File: src/rtl/main_fsm.sv
// Multicycle control FSM for the fetch/decode/execute/writeback datapath.
// Wait states (FETCH, MEMRD, MEMWR) abort back to FETCH after TIMEOUT stalled cycles.
module main_fsm #(
    parameter int TIMEOUT = 16
) (
    input  logic       clk,
    input  logic       rst_n,
    input  logic [1:0] i_op,
    input  logic [5:0] i_funct,
    input  logic       i_mem_ready,
    output logic       o_ir_write,
    output logic       o_adr_src,
    output logic [1:0] o_alu_src_a,
    output logic [1:0] o_alu_src_b,
    output logic [1:0] o_result_src,
    output logic       o_next_pc,
    output logic       o_reg_w,
    output logic       o_mem_w,
    output logic       o_branch,
    output logic       o_alu_op,
    output logic       o_mem_timeout,
    output logic [3:0] o_state
);

    localparam int              CW      = (TIMEOUT > 2) ? $clog2(TIMEOUT) : 1;
    localparam logic [CW-1:0]   CNT_MAX = CW'(TIMEOUT - 1);

    typedef enum logic [3:0] {
        S_FETCH    = 4'd0,
        S_DECODE   = 4'd1,
        S_MEMADR   = 4'd2,
        S_MEMRD    = 4'd3,
        S_MEMWB    = 4'd4,
        S_MEMWR    = 4'd5,
        S_EXECUTER = 4'd6,
        S_EXECUTEI = 4'd7,
        S_ALUWB    = 4'd8,
        S_BRANCH   = 4'd9
    } state_t;

    state_t          r_state;
    state_t          w_state_next;
    logic [CW-1:0]   r_stall_cnt;
    logic [CW-1:0]   w_stall_cnt_next;
    logic            r_timeout;
    logic            w_wait;
    logic            w_abort;

    logic            w_ir_write;
    logic            w_next_pc;
    logic            w_reg_w;
    logic            w_mem_w;
    logic            w_branch;
    logic            w_unused_funct;

    assign w_unused_funct = ^i_funct[4:1];

    always_ff @(posedge clk or negedge rst_n) begin
        if (!rst_n) begin
            r_state     <= S_FETCH;
            r_stall_cnt <= '0;
            r_timeout   <= 1'b0;
        end else begin
            r_state     <= w_state_next;
            r_stall_cnt <= w_stall_cnt_next;
            r_timeout   <= w_abort;
        end
    end

    // The counter only survives while a wait state keeps stalling; any exit clears it.
    always_comb begin
        w_wait  = (r_state == S_FETCH) || (r_state == S_MEMRD) || (r_state == S_MEMWR);
        w_abort = w_wait && !i_mem_ready && (r_stall_cnt == CNT_MAX);

        w_stall_cnt_next = '0;
        if (w_wait && !i_mem_ready && !w_abort)
            w_stall_cnt_next = r_stall_cnt + 1'b1;

        w_state_next = S_FETCH;
        case (r_state)
            S_FETCH:    w_state_next = i_mem_ready ? S_DECODE : S_FETCH;
            S_DECODE: begin
                case (i_op)
                    2'b00:   w_state_next = i_funct[5] ? S_EXECUTEI : S_EXECUTER;
                    2'b01:   w_state_next = S_MEMADR;
                    2'b10:   w_state_next = S_BRANCH;
                    default: w_state_next = S_FETCH;
                endcase
            end
            S_MEMADR:   w_state_next = i_funct[0] ? S_MEMRD : S_MEMWR;
            S_MEMRD: begin
                if (i_mem_ready)
                    w_state_next = S_MEMWB;
                else if (w_abort)
                    w_state_next = S_FETCH;
                else
                    w_state_next = S_MEMRD;
            end
            S_MEMWR:    w_state_next = (i_mem_ready || w_abort) ? S_FETCH : S_MEMWR;
            S_EXECUTER: w_state_next = S_ALUWB;
            S_EXECUTEI: w_state_next = S_ALUWB;
            default:    w_state_next = S_FETCH;
        endcase
    end

    always_comb begin
        w_ir_write   = 1'b0;
        w_next_pc    = 1'b0;
        w_reg_w      = 1'b0;
        w_mem_w      = 1'b0;
        w_branch     = 1'b0;
        o_adr_src    = 1'b0;
        o_alu_src_a  = 2'b00;
        o_alu_src_b  = 2'b00;
        o_result_src = 2'b00;
        o_alu_op     = 1'b0;
        case (r_state)
            S_FETCH: begin
                o_alu_src_a  = 2'b01;
                o_alu_src_b  = 2'b10;
                o_result_src = 2'b10;
                w_ir_write   = i_mem_ready;
                w_next_pc    = i_mem_ready;
            end
            S_DECODE: begin
                o_alu_src_a  = 2'b01;
                o_alu_src_b  = 2'b10;
                o_result_src = 2'b10;
            end
            S_MEMADR:   o_alu_src_b = 2'b01;
            S_MEMRD:    o_adr_src   = 1'b1;
            S_MEMWB: begin
                o_result_src = 2'b01;
                w_reg_w      = 1'b1;
            end
            S_MEMWR: begin
                o_adr_src = 1'b1;
                w_mem_w   = 1'b1;
            end
            S_EXECUTER: o_alu_op = 1'b1;
            S_EXECUTEI: begin
                o_alu_src_b = 2'b01;
                o_alu_op    = 1'b1;
            end
            S_ALUWB:    w_reg_w = 1'b1;
            S_BRANCH: begin
                o_alu_src_b  = 2'b01;
                o_result_src = 2'b10;
                w_branch     = 1'b1;
            end
            default: ;
        endcase
    end

    // Write-type requests are held off for the whole reset interval, not just until the next edge.
    assign o_ir_write    = w_ir_write & rst_n;
    assign o_next_pc     = w_next_pc  & rst_n;
    assign o_reg_w       = w_reg_w    & rst_n;
    assign o_mem_w       = w_mem_w    & rst_n;
    assign o_branch      = w_branch   & rst_n;
    assign o_mem_timeout = r_timeout;
    assign o_state       = r_state;

endmodule

File: config.mk
export PLATFORM = sky130hd
export DESIGN_NAME = main_fsm
export DESIGN_NICKNAME = d
export VERILOG_FILES = /design/src/rtl/main_fsm.sv
export SDC_FILE = /design/constraint.sdc
export NUM_CORES = 1
export LEC_CHECK = 0
export BUFFER_PORTS_ARGS = -buffer_cell sky130_fd_sc_hd__clkbuf_2
export CAP_MARGIN = 20
export CORE_UTILIZATION = 30
export CTS_BUF_LIST = sky130_fd_sc_hd__clkbuf_4 sky130_fd_sc_hd__clkbuf_8
export DETAILED_ROUTE_END_ITERATION = 12
export GPL_ROUTABILITY_DRIVEN = 0
export GPL_TIMING_DRIVEN = 0
export PLACE_DENSITY = 0.56
export SLEW_MARGIN = 40
export SYNTH_ARGS = -nofsm -noshare
export SYNTH_HDL_FRONTEND = slang
export SYNTH_SLANG_ARGS = --single-unit
File: constraint.sdc
create_clock -name clk -period 1.35 [get_ports clk]
set_input_delay 0.27 -clock clk [delete_from_list [all_inputs] [get_ports clk]]
set_output_delay 0.27 -clock clk [all_outputs]
set_load 0.005 [all_outputs]
# Yosys cells after proc, flatten, opt, wreduce, memory -nomap -nowiden
# Cells that the tools add are included.
# op_classes
n_bitwise	4
add_sub_neg	1
mux	18
n_eq_ne	12
n_reduce_logical	16
# ops
cell	count
4-bit one-hot mux with 6 select lines	1
4-bit by 3-bit equality test with 1-bit output, second input constant	4
4-bit equality test, second input constant	3
4-bit one-hot mux with 3 select lines	1
1-bit two-way mux	9
3-bit two-way mux	3
4-bit by 2-bit equality test with 1-bit output, second input constant	2
2-bit one-hot mux with 2 select lines	2
2-bit OR reduction	4
3-bit OR reduction	2
4-bit by 1-bit adder with 4-bit output, second input constant	1
1-bit bitwise AND	4
4-bit by 1-bit equality test with 1-bit output, second input constant	1
4-bit logical NOT	1
4-bit two-way mux	1
1-bit logical AND	3
1-bit logical OR	3
2-bit by 1-bit equality test with 1-bit output, second input constant	1
2-bit equality test, second input constant	1
1-bit logical NOT	2
2-bit logical NOT	1
2-bit two-way mux	1
# totals
regBits	9
word_cells	54
inputBits	11
out_inout_bits	18

# Logic depth before layout (Yosys ltp)
# logic_depth
word_depth	8
depth_mapped	5
depth_no_buf	4

# Least setup slack after synthesis
# OpenSTA, ideal clock, no wires.
# synth_path
path_kind	register -> output
startpoint	register r_state[1] (netlist: o_state[1])
endpoint	output port o_next_pc
path_slack_ps	-232
stages_incl_launch_ff	6
path_buffers	2
arrival_time_ps	1312
t_required_ps	1080
path_cell_list	dfrtp_1 -> clkbuf_1 -> nor2_1 -> nand2_1 -> nor4_1 -> buf_4
# synth_via
elab_chain_cells	3
# synth_lines
element	line_no	text
start: declaration	41	state_t r_state;
start signal: assignment	64	r_state <= w_state_next;
4-bit logical NOT	--	
1-bit two-way mux	--	
1-bit bitwise AND	--	
end: declaration	16	output logic o_next_pc,
# Every way passes these cells.

# Final worst setup path
# layout_path
startpoint	register r_state[1] (netlist: o_state[1])
endpoint	output port o_next_pc
# layout_via
elab_chain_cells	3
# layout_lines
element	line_no	text
4-bit logical NOT	117	case (r_state)
1-bit two-way mux	117	
1-bit bitwise AND	157	assign o_next_pc = w_next_pc & rst_n;
# Every way passes these cells.

==> results.toml <==
[sta]
rsz0062_at_grt = "yes"
worst_hold_slack_ns = 0.235
setup_violations = 18
tns_ns = -2.65
max_freq_ghz = 0.615
worst_slack_ns = -0.276
period_minus_slack_ns = 1.63
timing_hold_violations_final = 0
skew_ns = 0.00796
timing.final.crit_share = 1.20
maxSlewViolCount = 0

[finish]
multiInputGateArea_sq_um = 460
nets = 136
areaGrowthSynthToFinish_pct = 84.6
final_area_sq_um = 1130
seq_area_sq_um = 226
diodes = 0
drive_gt1_frac = 0.602
fill_cells = 155

[drt]
drc = 0
routed_wl_mm = 1.96
drt_iter0_drc = 21
ant_nets = 0
drt_pass1_iterations = 4
wl_per_cell_um = 13.2
vias = 736
via_per_inst = 4.97

[clocking]
cts_buffers = 3
clk-insertion-delay-late_ns = 0.26
cts.sinks = 9
cts_root_buf = "clkbuf_4"
h-tree-depth = 1
cts.clk_slew.worst_paths_ns = 0.06
cts_buffer_depth = 2
cts_tree = "built"

[critical_path]
crit_path_end_kind = "output pin"
cp_data_arrival_time_ns = 1.36
critPathKind = "reg -> out"
cp_slowest_stage_delay_ns = 0.41
cp_slowest_cell = "dfrtp_2"
required_ns = 1.08
critPathLaunchType = "register"
crit_chain = "clkbuf_8 -> nor2_4 -> nand2_2 -> nor4_4 -> buf_4 -> buf_6"
critPathMaxFanout = 3

[status]
violations = "negative setup slack"
status = "finished with violations"

[yosys]
synth_most_common_cell = "nor2_1"
synth_edf_count = 0
synth_cells = 76
yosys_warnings = 0
synth_cell_types = 32
syn_area_sq_um = 611
ys_seq_area_frac = 0.369
ys_top_cells_by_area = "dfrtp_1, nor2_1, nand2_1, nand2b_1, a21oi_1"
yosysTopAreaCell = "dfrtp_1"
synthTopCellsByCount = "nor2_1, dfrtp_1, nand2_1"
synthFlopType = "dfrtp_1"
synth_top_cell_area_share = 0.369
ys_seq_elements = 9
syn_nets = 88
async_flop_share = 1.00
synth_area_per_cell_sq_um = 8.03

[power]
ir_drop_v = 0.000916
powerDensity_nw_per_um2 = 1970
p_leak_uw = 0.000527

[die]
start_util = 0.335
die-area_sq_um = 2220
rows = 15
fp.coreArea_sq_um = 1820
die_h_um = 47.1
ioPinCount = 29
die_w_um = 47.1

[placed_design]
hpwl_mm = 1.16
place_area_sq_um = 796
pre_cts_slack_ns = -0.199
portBuffers = 23

[global_route]
grt_antenna_before_repair = 0
grt_first_pass_wirelength_mm = 2.95
gr-usage-met1 = 0.291
grt_pass1_vias = 610
grt_util_all_layers = 0.193
grt_use_met3 = 0.0692
grt_use_met2 = 0.272
grt_most_used_layer = "met1"
overflow = 0
grt_max_degree = 11

[job]
max_cap_viol_count = 0

[worst_hold_path]
hold_class = "in -> reg"
## cells in the final DEF (no fill, tap or decap), types with 3 or more instances in the layout
cell and n:
clkbuf_4 4, buf_6 6, clkbuf_2 15, nor2_1 8
nand2_1 8, nand3_1 3, dfrtp_1 8, buf_4 17
buf_2 7, a21oi_2 3, inv_1 4
## sequential cells by signal, indices dropped and copies added, names as in the netlist
register and count:
o_state 4, o_mem_timeout 1, r_stall_cnt 4
## kinds of logic after synthesis
group,after synthesis,synth area share
AND/OR/NAND/NOR,37,0.303
AO/OA/AOI/OAI,15,0.182
buffers and inverters,10,0.0758
flip-flops,9,0.369
XOR/XNOR,3,0.0430
adder cells (fa/ha/maj),1,0.0205
other,1,0.00614
## cell type report
| cell class | instances | area share |
|---|---|---|
| Inverter | 4 | 0.0133 |
| Tap cell | 25 | 0.0277 |
| Timing Repair Buffer | 43 | 0.264 |
| Clock buffer | 4 | 0.0266 |
| Multi-Input combinational cell | 57 | 0.408 |
| Sequential cell | 9 | 0.201 |
| Buffer | 6 | 0.0588 |
## repair_timing
action / 4_1_cts / 5_1_grt
resized for setup: 17 / 22
hold endpoints to repair: 9 / 0
endpoints found under the setup margin: 21 / 21
setup buffers: 13 / 6
gates cloned: 0 / 0
pin swaps: 6 / 6
hold buffers: 1 / 0
## per-layer routing
layer	wire length [um]	vias up
met2	909	21
met4	6	0
met5	0	-
li1	-	358
met3	85	2
met1	957	355
## critical path, delay by kind of cell (launching register included)
kind / cells / cell delay [ns]
buffers and inverters: 3 / 0.38
DFF: 1 / 0.41
and+or+nand+nor: 3 / 0.30
## final timing paths
check	startpoint	to	slack (ns)	depth (start not counted)
worst min-delay path	i_op[1]	o_state[1]	0.24	2
worst max register to register	o_state[1]	r_stall_cnt[0]	-0.11	4
worst max-delay path	o_state[1]	o_next_pc	-0.28	6
worst min register to register	r_stall_cnt[1]	r_stall_cnt[3]	0.59	2
min in group asynchronous	rst_n	o_state[2]	0.53	2
max in group asynchronous	rst_n	o_state[1]	0.49	2
## report_power, final
part / internal, uW / leakage, uW / switching, uW
registers: 338 / 0.000119 / 53.8
clock network: 134 / 0.0000184 / 93.8
logic: 874 / 0.000389 / 731
total: 1350 / 0.000527 / 879
## through the flow
step / utilization / instances / total power, uW
floorplan: - / 76 / 1020
global placement: 0.437 / 124 / 1310
detailed placement: 0.437 / 124 / 1310
CTS: 0.549 / 142 / 1910
global route: 0.619 / 148 / 2390
finish: 0.619 / 148 / 2230
Power figures use the tool's default switching activity.
